File: src/rtl/jt900h_ldx_ctl_pkg.sv
// Shared definitions for the TLCS-900H block-transfer sequencer:
// register-file codes, writeback strobe encodings and pointer stepping.
package jt900h_ldx_ctl_pkg;

    localparam logic [3:0] BANK_CUR = 4'hE;
    localparam logic [7:0] REG_XHL  = {BANK_CUR, 4'hC};
    localparam logic [7:0] REG_XDE  = {BANK_CUR, 4'h8};
    localparam logic [7:0] REG_BC   = {BANK_CUR, 4'h4};

    // {long, word, byte} writeback strobe, one-hot
    typedef logic [2:0] wb_strobe_t;
    localparam wb_strobe_t WB_NONE = 3'b000;
    localparam wb_strobe_t WB_WORD = 3'b010;
    localparam wb_strobe_t WB_LONG = 3'b100;

    typedef struct packed {
        logic wsize;
        logic dec;
        logic rpt;
    } ldx_mode_t;

    // Pointers step by the element size and wrap modulo 2^32
    function automatic logic [31:0] ptr_step(input logic [31:0] ptr, input ldx_mode_t mode);
        logic [31:0] step;
        step = mode.wsize ? 32'd2 : 32'd1;
        return mode.dec ? ptr - step : ptr + step;
    endfunction

endpackage

File: src/rtl/jt900h_ldx_ctl_if.sv
// Memory bus and register-file writeback port of the block-transfer sequencer.
interface jt900h_ldx_ctl_if #(parameter int AW = 24);
    import jt900h_ldx_ctl_pkg::*;

    logic          mem_req;
    logic          mem_we;
    logic [AW-1:0] mem_addr;
    logic [15:0]   mem_dout;
    logic [15:0]   mem_din;
    logic          mem_ack;
    logic [7:0]    wb_sel;
    logic [31:0]   wb_data;
    wb_strobe_t    wb_we;

    modport master (
        output mem_req, mem_we, mem_addr, mem_dout, wb_sel, wb_data, wb_we,
        input  mem_din, mem_ack
    );

    modport slave (
        input  mem_req, mem_we, mem_addr, mem_dout, wb_sel, wb_data, wb_we,
        output mem_din, mem_ack
    );

endinterface

File: src/rtl/jt900h_ldx_ctl.sv
// LDI/LDIR/LDD/LDDR sequencer: copies (XHL)->(XDE) per iteration and writes
// the stepped XHL, XDE and decremented BC back to the register file.
module jt900h_ldx_ctl
    import jt900h_ldx_ctl_pkg::*;
#(
    parameter int AW = 24
) (
    input  logic        clk,
    input  logic        rst,
    input  logic        cen,
    input  logic        start,
    input  logic        wsize,
    input  logic        dec,
    input  logic        rpt,
    input  logic        irq_pend,
    input  logic [31:0] xhl_in,
    input  logic [31:0] xde_in,
    input  logic [15:0] bc_in,
    jt900h_ldx_ctl_if.master bus,
    output logic        busy,
    output logic        done,
    output logic        rewind,
    output logic        flag_v
);

    localparam logic [2:0] S_IDLE   = 3'd0;
    localparam logic [2:0] S_RD     = 3'd1;
    localparam logic [2:0] S_WR     = 3'd2;
    localparam logic [2:0] S_WB_SRC = 3'd3;
    localparam logic [2:0] S_WB_DST = 3'd4;
    localparam logic [2:0] S_WB_CNT = 3'd5;
    localparam logic [2:0] S_FIN    = 3'd6;

    logic [2:0]  st;
    logic [31:0] src, dst;
    logic [15:0] cnt, data;
    ldx_mode_t   mode;
    logic        ack_q;
    logic        rewind_q;

    logic        bus_st, ack_any;
    logic [31:0] src_nxt, dst_nxt;
    logic [15:0] cnt_nxt;

    assign bus_st  = (st == S_RD) || (st == S_WR);
    assign ack_any = bus.mem_ack || ack_q;
    assign src_nxt = ptr_step(src, mode);
    assign dst_nxt = ptr_step(dst, mode);
    assign cnt_nxt = cnt - 16'd1;

    // NOTE: state registers use non-blocking assignments so every flop samples pre-edge values.
    always_ff @(posedge clk) begin
        if (rst) begin
            st       <= S_IDLE;
            src      <= '0;
            dst      <= '0;
            cnt      <= '0;
            data     <= '0;
            mode     <= '0;
            ack_q    <= 1'b0;
            rewind_q <= 1'b0;
            flag_v   <= 1'b0;
        end else begin
            // Read data is only valid alongside the acknowledge, so capture it even when frozen
            if (st == S_RD && bus.mem_ack && !ack_q) data <= bus.mem_din;
            if (!cen) begin
                if (bus_st && bus.mem_ack) ack_q <= 1'b1;
            end else begin
                ack_q <= 1'b0;
                case (st)
                    S_IDLE: if (start) begin
                        src      <= xhl_in;
                        dst      <= xde_in;
                        cnt      <= bc_in;
                        mode     <= {wsize, dec, rpt};
                        flag_v   <= 1'b0;
                        rewind_q <= 1'b0;
                        st       <= S_RD;
                    end
                    S_RD:     if (ack_any) st <= S_WR;
                    S_WR:     if (ack_any) st <= S_WB_SRC;
                    S_WB_SRC: begin src <= src_nxt; st <= S_WB_DST; end
                    S_WB_DST: begin dst <= dst_nxt; st <= S_WB_CNT; end
                    S_WB_CNT: begin
                        cnt      <= cnt_nxt;
                        flag_v   <= (cnt_nxt != 16'd0);
                        rewind_q <= mode.rpt && (cnt_nxt != 16'd0);
                        st       <= (mode.rpt && cnt_nxt != 16'd0 && !irq_pend) ? S_RD : S_FIN;
                    end
                    S_FIN:    st <= S_IDLE;
                    default:  st <= S_IDLE;
                endcase
            end
        end
    end

    assign busy   = (st != S_IDLE);
    assign done   = (st == S_FIN);
    assign rewind = (st == S_FIN) && rewind_q;

    // NOTE: every combinational output gets a default first so no latch is inferred.
    always_comb begin
        bus.mem_req  = bus_st && !ack_q;
        bus.mem_we   = (st == S_WR);
        bus.mem_addr = (st == S_WR) ? dst[AW-1:0] : src[AW-1:0];
        bus.mem_dout = data;
        bus.wb_sel   = '0;
        bus.wb_data  = '0;
        bus.wb_we    = WB_NONE;
        case (st)
            S_WB_SRC: begin bus.wb_sel = REG_XHL; bus.wb_data = src_nxt;          bus.wb_we = WB_LONG; end
            S_WB_DST: begin bus.wb_sel = REG_XDE; bus.wb_data = dst_nxt;          bus.wb_we = WB_LONG; end
            S_WB_CNT: begin bus.wb_sel = REG_BC;  bus.wb_data = {16'h0, cnt_nxt}; bus.wb_we = WB_WORD; end
            default: ;
        endcase
    end

endmodule

File: src/flat_wrapper.sv
// flat-port wrapper written by rule: the top's interface ports become plain ports
module jt900h_ldx_ctl_flat import jt900h_ldx_ctl_pkg::*;
#(
    parameter int AW = 24
)
  (clk, rst, cen, start, wsize, dec, rpt, irq_pend, xhl_in, xde_in, bc_in, busy, done, rewind, flag_v, bus_mem_req, bus_mem_we, bus_mem_addr, bus_mem_dout, bus_wb_sel, bus_wb_data, bus_wb_we, bus_mem_din, bus_mem_ack);
  jt900h_ldx_ctl_if #(.AW(AW)) bus_i ();
  input  logic clk;
  input  logic rst;
  input  logic cen;
  input  logic start;
  input  logic wsize;
  input  logic dec;
  input  logic rpt;
  input  logic irq_pend;
  input  logic [31:0] xhl_in;
  input  logic [31:0] xde_in;
  input  logic [15:0] bc_in;
  output logic busy;
  output logic done;
  output logic rewind;
  output logic flag_v;
  output wire logic [$bits(bus_i.mem_req)-1:0] bus_mem_req;
  output wire logic [$bits(bus_i.mem_we)-1:0] bus_mem_we;
  output wire logic [$bits(bus_i.mem_addr)-1:0] bus_mem_addr;
  output wire logic [$bits(bus_i.mem_dout)-1:0] bus_mem_dout;
  output wire logic [$bits(bus_i.wb_sel)-1:0] bus_wb_sel;
  output wire logic [$bits(bus_i.wb_data)-1:0] bus_wb_data;
  output wire logic [$bits(bus_i.wb_we)-1:0] bus_wb_we;
  input wire logic [$bits(bus_i.mem_din)-1:0] bus_mem_din;
  input wire logic [$bits(bus_i.mem_ack)-1:0] bus_mem_ack;
  assign bus_mem_req = bus_i.mem_req;
  assign bus_mem_we = bus_i.mem_we;
  assign bus_mem_addr = bus_i.mem_addr;
  assign bus_mem_dout = bus_i.mem_dout;
  assign bus_wb_sel = bus_i.wb_sel;
  assign bus_wb_data = bus_i.wb_data;
  assign bus_wb_we = bus_i.wb_we;
  assign bus_i.mem_din = bus_mem_din;
  assign bus_i.mem_ack = bus_mem_ack;
  jt900h_ldx_ctl #(.AW(AW)) u_core (.clk(clk), .rst(rst), .cen(cen), .start(start), .wsize(wsize), .dec(dec), .rpt(rpt), .irq_pend(irq_pend), .xhl_in(xhl_in), .xde_in(xde_in), .bc_in(bc_in), .bus(bus_i), .busy(busy), .done(done), .rewind(rewind), .flag_v(flag_v));
endmodule
File: config.mk
export PLATFORM = sky130hd
export DESIGN_NAME = jt900h_ldx_ctl_flat
export DESIGN_NICKNAME = d
export VERILOG_FILES = /design/src/rtl/jt900h_ldx_ctl_pkg.sv /design/src/rtl/jt900h_ldx_ctl_if.sv /design/src/rtl/jt900h_ldx_ctl.sv /design/src/flat_wrapper.sv
export SDC_FILE = /design/constraint.sdc
export NUM_CORES = 1
export LEC_CHECK = 0
export CORE_MARGIN = 2
export CORE_UTILIZATION = 55
export DETAILED_ROUTE_END_ITERATION = 7
export PLACE_DENSITY_LB_ADDON = 0.05
export SLEW_MARGIN = 10
export SYNTH_ARGS = -nofsm -noshare
export SYNTH_HDL_FRONTEND = slang
export SYNTH_SLANG_ARGS = --single-unit
File: constraint.sdc
create_clock -name clk -period 11.57 [get_ports clk]
set_clock_uncertainty 0.1 [all_clocks]
set_input_delay 1.157 -clock clk [delete_from_list [all_inputs] [get_ports clk]]
set_output_delay 1.157 -clock clk [all_outputs]
set_load 0.005 [all_outputs]
==> reports/metrics.yaml, run 1 <==
timing:
  fin_crit_ns: 5.84
  relSlewSlack_pct: 22.0
  worst_pin_slew_ns: 1.17
  fin_crit_sh_pct: 50.5
  whs_ns: 0.357
  setup_viol: 0
  tns_ns: 0
  rsz0062_at_grt: "false"
  layout_setup_ws_ns: 5.73
  max_clock_freq_ghz: 0.171
  hold_viol_final: 0
  slew_viol_final: 0
synth:
  yosys-top-cells-count: "157 x nand2_1, 151 x a21oi_1, 121 x nor2_1"
  synth_top_family_by_area: "compound AO/OA/AOI/OAI gates"
  synthSimpleGateAreaFrac_pct: 21.2
  synth_top_area_share_pct: 24.4
  synth_mux_area_share_pct: 3.00
  ys_warn_count: 0
  synth_compound_area_share_pct: 30.2
  async_flop_share_pct: 0
  synth.most_common_cell: "nand2_1"
  synth_enable_flop_cells: 0
  syn_area_um2: 8600
  yosys.area.top_type: "dfxtp_1"
  yosysUniqueCellTypes: 68
  synth-seq-cells: 105
  syn_area_per_cell_um2: 7.26
  synth_area_leaders: "dfxtp_1 24%, ha_1 9.3%, a21oi_1 8.8%, nand2_1 6.9%, o21ai_0 5.6%"
  seq_area_frac_synth_pct: 24.4
  synthXorXnorAreaFrac_pct: 6.62
  synthCells: 1184
  synth_fa_ha_area_share_pct: 9.78
  synth_flop_cell: "dfxtp_1"
global_routing:
  overflow: 0
  grt_pass1_vias: 8716
  grtUsageTotal_pct: 34.6
  grt_max_degree: 87
  antenna_found_initial: 0
  grt_pass1_wl_um: 45200
floorplanning:
  row_count: 45
  coreArea_um2: 15300
  die_w_um: 129
  dieHeight_um: 129
  start_util_pct: 56.4
  die_area_um2: 16700
  io_pins: 194
run:
  max_cap_violations: 0
cts:
  cts_buffer_depth: 2
  insertion_delay_ns: 0.38
  numCtsBuffers: 9
  cts_resized: 0
  cts-root-buf: "clkbuf_16"
  cts_hold_buf: 0
  htreeDepth: 3
  path_clk_slew_ns: 0.09
  post-cts-setup-buffer-count: 0
  cts.sinks: 105
  cts_tree: "yes"
routing:
  wl_um: 29100
  drc_errors: 0
  drtAntennaViolNets: 0
  routed_via_density: 6.09
  wire_per_inst_um: 18.9
  route.vias.total: 9378
  drt_iter0_markers: 840
  drt_pass1_iterations: 5
placement:
  postPlaceCellArea_um2: 10600
  pre_cts_ws_ns: 6.16
  gp_congestion: 0.976
  dp_hpwl_um: 21600
  portBuffers: 189
  dp.cells: 1525
layout:
  fill_cells: 1320
  nets: 1496
  fin_area_um2: 10900
  final_util_pct: 71.3
  antenna_cells: 0
  layout-drive-gt1-share_pct: 5.56
  areaGrowthSynthToFinish_pct: 26.4
  layout.cells.non_filler: 1541
worst_setup_path:
  cp_max_fo: 62
  start_kind: "register"
  crit_path_end_kind: "output port"
  criticalPathCategory: "register to output port"
  arrival_ns: 4.59
  cp.required_ns: 10.31
power:
  power.density_nw_per_um2: 97.2
  ir_drop_uv: 80.2
  leakage_nw: 4.51
  power_mw: 1.06
outcome:
  status: "finished clean"
hold_path:
  hold_path_class: "register to register"
[cell type report]
| cell class | instances | area (µm²) | share of cell area, % |
|---|---|---|---|
| clock buffers | 9 | 225 | 2.07 |
| inverters | 27 | 101 | 0.932 |
| flip-flops and latches | 105 | 2100 | 19.3 |
| well taps | 211 | 264 | 2.43 |
| repair buffers | 200 | 1970 | 18.1 |
| clock inverters | 7 | 88.8 | 0.817 |
| multi-input cells | 982 | 6120 | 56.3 |
[kinds of logic (layout without fill, tap and decap cells)]
logic type,Yosys count,in the layout
AOI/OAI and AO/OA,419,419
xor gates and xnor gates,65,65
adders and majority gates,66,66
buffers and inverters,100,243
DFF,105,105
muxes,23,23
other,1,4
and+or+nand+nor,405,405
[metal layers]
layer  GRT usage (%)  vias up  share of wire [%]
li1                -     4545                  -
met1            44.6     4325                 42
met2            55.4      433                 45
met3            7.14       75                8.0
met4            17.1        0                4.9
met5               0        -                  0
[where the power goes]
part	switching (mW)	internal (mW)	total [mW]
sequential	0.0259	0.387	0.413
combinational	0.170	0.146	0.316
clock	0.172	0.157	0.329
[final timing paths]
kind | from | to | slack [ns] | cells past startpoint
worst min-delay path | u_core.bus.mem_dout[7] | u_core.bus.mem_dout[7] | 0.36 | 2
worst max register to register | u_core.mode[1] | u_core.dst[29] | 7.61 | 11
worst min register to register | u_core.bus.mem_dout[7] | u_core.bus.mem_dout[7] | 0.36 | 2
worst max-delay path | u_core.mode[1] | bus_wb_data[29] | 5.73 | 12
[worst max-delay path: stages (launching register included)]
cell and delay, ns:
dfxtp_2 0.32, buf_4 0.61, ha_1 0.40, and2_4 0.18, a221o_1 0.33, a221o_1 0.33, a32o_1 0.25, or2_1 0.30
a211o_2 0.36, a221oi_2 0.27, xnor2_1 0.13, o21ai_0 0.16, clkdlybuf4s50_1 0.53
[cells in the final DEF (no fill, tap or decap), drive strengths merged, types with 5 or more instances in the layout]
master / netlist / routed
a21oi: 151 / 151
nand2: 157 / 157
clkdlybuf4s50: 0 / 188
o21ai: 98 / 98
xor2: 19 / 19
a21boi: 5 / 5
and2: 5 / 5
a211oi: 36 / 36
a311oi: 11 / 11
nand2b: 23 / 23
buf: 10 / 12
a31oi: 12 / 12
o211ai: 16 / 16
nor2: 121 / 121
clkbuf: 63 / 9
a221oi: 8 / 8
nand3b: 6 / 6
or3: 7 / 7
dfxtp: 105 / 105
ha: 64 / 64
o22a: 5 / 5
and3: 12 / 12
mux2: 22 / 22
or2: 10 / 10
a21o: 31 / 31
a211o: 6 / 6
nor3: 24 / 24
inv: 26 / 30
nand3: 20 / 20
o21bai: 6 / 6
xnor2: 46 / 46
[state kept, by name (all words and copies together), names as in the netlist]
register,count
u_core.mode,3
u_core.flag_v,1
u_core.ack_q,1
u_core.bus.mem_dout,16
u_core.src,32
u_core.cnt,16
u_core.dst,32
u_core.st,3
u_core.rewind_q,1
Note: power is estimated with default switching activity, not from simulation.
==> run 2: changes to the inputs <==
- CORE_UTILIZATION: 55 -> 47
- clock period: 11.57 -> 4.9 ns (I/O delays scaled with it)
==> reports/metrics.yaml, run 2 (same netlist as run 1, synthesis figures left out) <==
timing:
  slew_viol_final: 0
  layout_setup_ws_ns: 0.304
  max_clock_freq_ghz: 0.218
  setup_viol: 0
  worst_pin_slew_ns: 1.03
  tns_ns: 0
  rsz0062_at_grt: "false"
  fin_crit_ns: 4.60
  hold_viol_final: 0
  relSlewSlack_pct: 31.2
  fin_crit_sh_pct: 93.8
global_routing:
  grt_pass1_wl_um: 47700
  antenna_found_initial: 0
  grt_max_degree: 86
  grtUsageTotal_pct: 30.7
  grt_pass1_vias: 8959
  overflow: 0
cts:
  cts_tree: "yes"
  cts-root-buf: "clkbuf_16"
  path_clk_slew_ns: 0.09
  cts_hold_buf: 0
  cts_buffer_depth: 2
  insertion_delay_ns: 0.37
  htreeDepth: 3
  cts.sinks: 105
  numCtsBuffers: 9
worst_setup_path:
  cp_max_fo: 11
  critical-path-max-stage-delay_ns: 0.53
  arrival_ns: 4.01
  crit_chain: "ha_1, and2_4, a221o_1, a221o_1, a32o_1, or2_1, a211o_2, a221oi_2, xnor2_1, o21ai_0, clkdlybuf4s50_1"
  worst-path-buf-inv: 1
  crit_path_top_delay_cell: "clkdlybuf4s50_1"
  cp.required_ns: 4.31
  path_common_cell: "a221o_1"
  start_kind: "register"
  crit_path_end_kind: "output port"
  cp_top_family: "compound AO/OA/AOI/OAI gates"
  criticalPathCategory: "register to output port"
routing:
  drt_iter0_markers: 533
  top_layer_used: "met4"
  routed_via_density: 5.97
  drc_errors: 0
  met2_length_um: 13800
  route.vias.total: 9360
  met3_length_um: 1940
  wl_met1_um: 13000
  wire_per_inst_um: 19.3
  drtAntennaViolNets: 0
  wl_um: 30300
  drt_pass1_iterations: 5
power:
  ir_drop_uv: 182
  leakage_nw: 4.56
  power.density_nw_per_um2: 228
placement:
  pre_cts_ws_ns: 0.583
  gp_congestion: 0.948
  dp.cells: 1550
  dp_hpwl_um: 23100
  portBuffers: 189
floorplanning:
  io_pins: 194
  die_area_um2: 19400
  row_count: 49
  dieHeight_um: 139
  die_w_um: 139
  start_util_pct: 47.9
  coreArea_um2: 18000
outcome:
  status: "finished clean"
hold_path:
  hold_path_class: "register to register"
layout:
  largestRegisters: "u_core.dst: 32 flops, u_core.src: 32 flops"
  layout-drive-gt1-share_pct: 6.34
  layout.cells.non_filler: 1569
  nets: 1506
  final_common_cell: "clkdlybuf4s50_1"
  areaGrowthSynthToFinish_pct: 27.7
  antenna_cells: 0
  final_util_pct: 61.1
  final_cell_mix: "188 x clkdlybuf4s50_1, 157 x nand2_1, 150 x a21oi_1, 118 x nor2_1, 104 x dfxtp_1"
run:
  max_cap_violations: 0
## run 2: changes by cell type in the layout (fill, tap and decap cells not counted), sizes merged
cell and change:
inv -1, buf +10, clkinvlp +1
## run 2: worst reg2reg max path: stages, from the launching register on
cell and delay [ns]:
dfxtp_1 0.38, inv_1 0.08, ha_1 0.23, or3b_2 0.57, or2_2 0.35, or4_1 0.43, xnor2_1 0.16, nor3_1 0.46
nand2b_1 0.20, nor2_1 0.07, a211o_1 0.29, a21oi_1 0.13
## run 2: worst paths after layout
kind	start	to	slack [ns]	cells past startpoint
worst max register to register	u_core.cnt[0]	u_core.st[2]	1.38	11
worst min register to register	u_core.bus.mem_dout[15]	u_core.bus.mem_dout[15]	0.36	2
worst max-delay path	u_core.mode[1]	bus_wb_data[29]	0.30	11
worst min-delay path	u_core.bus.mem_dout[15]	u_core.bus.mem_dout[15]	0.36	2
## run 2: cell type report
class | count | area (µm²)
clock buffers | 9 | 225
clock inverters | 7 | 82.6
fillers | 1718 | 6980
inverters | 27 | 101
multi-input cells | 982 | 6120
flip-flops and latches | 105 | 2110
well taps | 229 | 287
repair buffers | 210 | 2060
## run 2: power by group
group | internal [mW] | total, mW | leakage (nW) | switching [mW]
clock | 0.367 | 0.775 | 0.147 | 0.409
sequential | 0.913 | 0.976 | 0.861 | 0.0628
combinational | 0.350 | 0.756 | 3.55 | 0.406
## run 2: through the flow
step | power [mW] | hold WS, ns | instance area, µm²
after floorplan | 1.44 | 0.336 | 8610
after global placement | 1.73 | 0.342 | 10600
after detailed placement | 1.74 | 0.349 | 10600
after CTS | 2.51 | 0.361 | 11000
after global routing | 2.63 | 0.377 | 11000
final | 2.51 | 0.358 | 11000
## run 2: what timing repair did
item	4_1_cts	5_1_grt
buffers inserted	0	3
gates resized for setup	0	1
endpoints found under the setup margin	0	3
## run 2: layer usage
metal  GRT usage (%)  vias up
met1            39.2     4330
met4            16.1        0
met3            5.09       72
met5               0        -
li1                -     4577
met2            49.8      381
==> run 3: changes to the inputs <==
- GPL_TIMING_DRIVEN: unset -> 0
==> reports/metrics.yaml, run 3 (same netlist as run 1, synthesis figures left out) <==
worst_setup_path:
  cp.required_ns: 4.31
  crit_path_top_delay_cell: "clkdlybuf4s50_1"
  worstSetupEndpoint: "bus_wb_data[29]"
  r2r_end: "u_core.st[2]"
  crit_path_end_kind: "output port"
  r2r_slack_ns: 1.32
  arrival_ns: 4.19
  critical-path-max-stage-delay_ns: 0.53
  path_common_cell: "a221o_1"
  criticalPathCategory: "register to output port"
  reg2regPathDepth: 12
  worst-path-buf-inv: 2
  cp_max_fo: 16
  start_kind: "register"
  critPathLaunch: "u_core.mode[1]"
  crit_chain: "ha_1, and2_4, a221o_1, a221o_1, a32o_1, or2_1, buf_6, a211o_2, a221oi_4, xnor2_2, o21ai_0, clkdlybuf4s50_1"
  cp_num_cells: 12
  r2r-start: "u_core.cnt[0]"
  cp_top_family: "compound AO/OA/AOI/OAI gates"
cts:
  cts_hold_buf: 0
  cts_buffer_depth: 2
  cts_tree: "yes"
  cts.sinks: 105
  htreeDepth: 3
  path_clk_slew_ns: 0.09
  insertion_delay_ns: 0.38
  cts-root-buf: "clkbuf_16"
  numCtsBuffers: 9
layout:
  areaGrowthSynthToFinish_pct: 29.9
  nets: 1563
  fill_cells: 1707
  layout-drive-gt1-share_pct: 5.08
  final_cell_mix: "188 x clkdlybuf4s50_1, 157 x nand2_1, 151 x a21oi_1, 121 x nor2_1, 104 x dfxtp_1"
  largestRegisters: "u_core.dst: 32 flops, u_core.src: 32 flops"
  antenna_cells: 0
  multi_input_area_um2: 6120
  seq_area_um2: 2110
  layout.cells.non_filler: 1626
  final_common_cell: "clkdlybuf4s50_1"
power:
  leakage_nw: 4.60
  clkPwrFrac_pct: 31.2
  p_comb_share_pct: 30.8
  p_int_mw: 1.64
  ir_drop_uv: 192
  power.density_nw_per_um2: 229
  swShare_pct: 36.1
  p_seq_share_pct: 38.0
  netSwitchingPower_mw: 0.922
floorplanning:
  start_util_pct: 47.9
  die_area_um2: 19400
  coreArea_um2: 18000
  row_count: 49
  dieHeight_um: 139
  io_pins: 194
  die_w_um: 139
timing:
  slew_viol_final: 0
  fin_crit_ns: 4.78
  max_clock_freq_ghz: 0.209
  relSlewSlack_pct: 33.4
  setup_viol: 0
  whs_ns: 0.357
  worst_pin_slew_ns: 0.996
  fin_crit_sh_pct: 97.5
  hold_viol_final: 0
  rsz0062_at_grt: "false"
routing:
  drt_iter0_markers: 672
  drc_errors: 0
  wire_per_inst_um: 20.7
  routed_via_density: 5.99
  drtAntennaViolNets: 0
  wl_um: 33600
  route.vias.total: 9737
  drt_pass1_iterations: 5
global_routing:
  grt_max_degree: 32
  grt_pass1_wl_um: 51200
  antenna_found_initial: 0
  grt_pass1_vias: 9292
  grtUsageTotal_pct: 33.5
  overflow: 0
run:
  max_cap_violations: 0
hold_path:
  worstHoldStart: "u_core.bus.mem_dout[15]"
  hold_path_class: "register to register"
placement:
  dp.cells: 1604
  dp_hpwl_um: 25500
  gp_congestion: 0.969
  portBuffers: 188
outcome:
  status: "finished clean"
==> run 3: changes by cell type in the layout (fill, tap and decap cells not counted), sizes merged <==
cell,delta
buf,-6
clkbuf,+63
==> run 3: cell type report <==
cell class | count | share of cell area [%]
well taps | 229 | 2.56
clock buffers | 9 | 2.02
repair buffers | 194 | 17.4
clock inverters | 7 | 0.739
plain buffers | 73 | 2.73
flip-flops and latches | 105 | 18.8
multi-input cells | 982 | 54.8
inverters | 27 | 0.907
==> run 3: worst register-to-register path, delay by kind of cell, from the launching register on <==
family / cells / cell delay [ns]
and+or+nand+nor: 6 / 1.94
AOI/OAI and AO/OA: 2 / 0.44
DFF: 1 / 0.38
buffers and inverters: 2 / 0.28
adders and majority gates: 1 / 0.22
xor gates and xnor gates: 1 / 0.17
==> run 3: power groups by stage <==
stage          clock, mW  sequential, mW  combinational [mW]
4_1_cts            0.797           0.968               0.772
2_1_floorplan          0           0.970               0.465
3_3_place_gp           0           0.994               0.749
5_1_grt            0.829           0.976               0.856
6_report           0.798           0.971               0.789
3_5_place_dp           0           0.995               0.754
==> run 3: how the worst min path moves through the flow <==
stage,to,slack (ns),cells past startpoint
floorplan,u_core.mode[2],0.34,2
detailed placement,u_core.bus.mem_dout[11],0.35,2
CTS,u_core.bus.mem_dout[12],0.36,2
global placement,u_core.bus.mem_dout[7],0.34,2
finish,u_core.bus.mem_dout[15],0.36,2
global route,u_core.bus.mem_dout[15],0.38,2
==> run 3: through the flow <==
stage	utilization (%)	setup slack, ns	setup TNS, ns	power, mW	cell area [µm²]
4_1_cts	61.9	0.0956	0	2.54	11100
3_3_place_gp	60.0	-1.55	-40.75	1.74	10800
3_5_place_dp	60.0	0.0279	0	1.75	10800
5_1_grt	62.2	0.00320	0	2.66	11200
6_report	62.2	0.123	0	2.56	11200
2_1_floorplan	-	0.0967	0	1.44	8610
==> run 3: what timing repair did <==
action | 4_1_cts | 5_1_grt
buffers inserted | 2 | 4
gates resized for setup | 0 | 2
setup endpoints to repair | 10 | 3
==> run 3: per-layer routing <==
metal / GRT usage [%] / routed length, µm / vias to the layer above / share of wire, %
li1: - / - / 4683 / -
met1: 42.5 / 14300 / 4567 / 43
met2: 55.5 / 15400 / 418 / 46
met3: 6.61 / 2400 / 69 / 7.1
met4: 14.5 / 1450 / 0 / 4.3
met5: 0 / 0 / - / 0
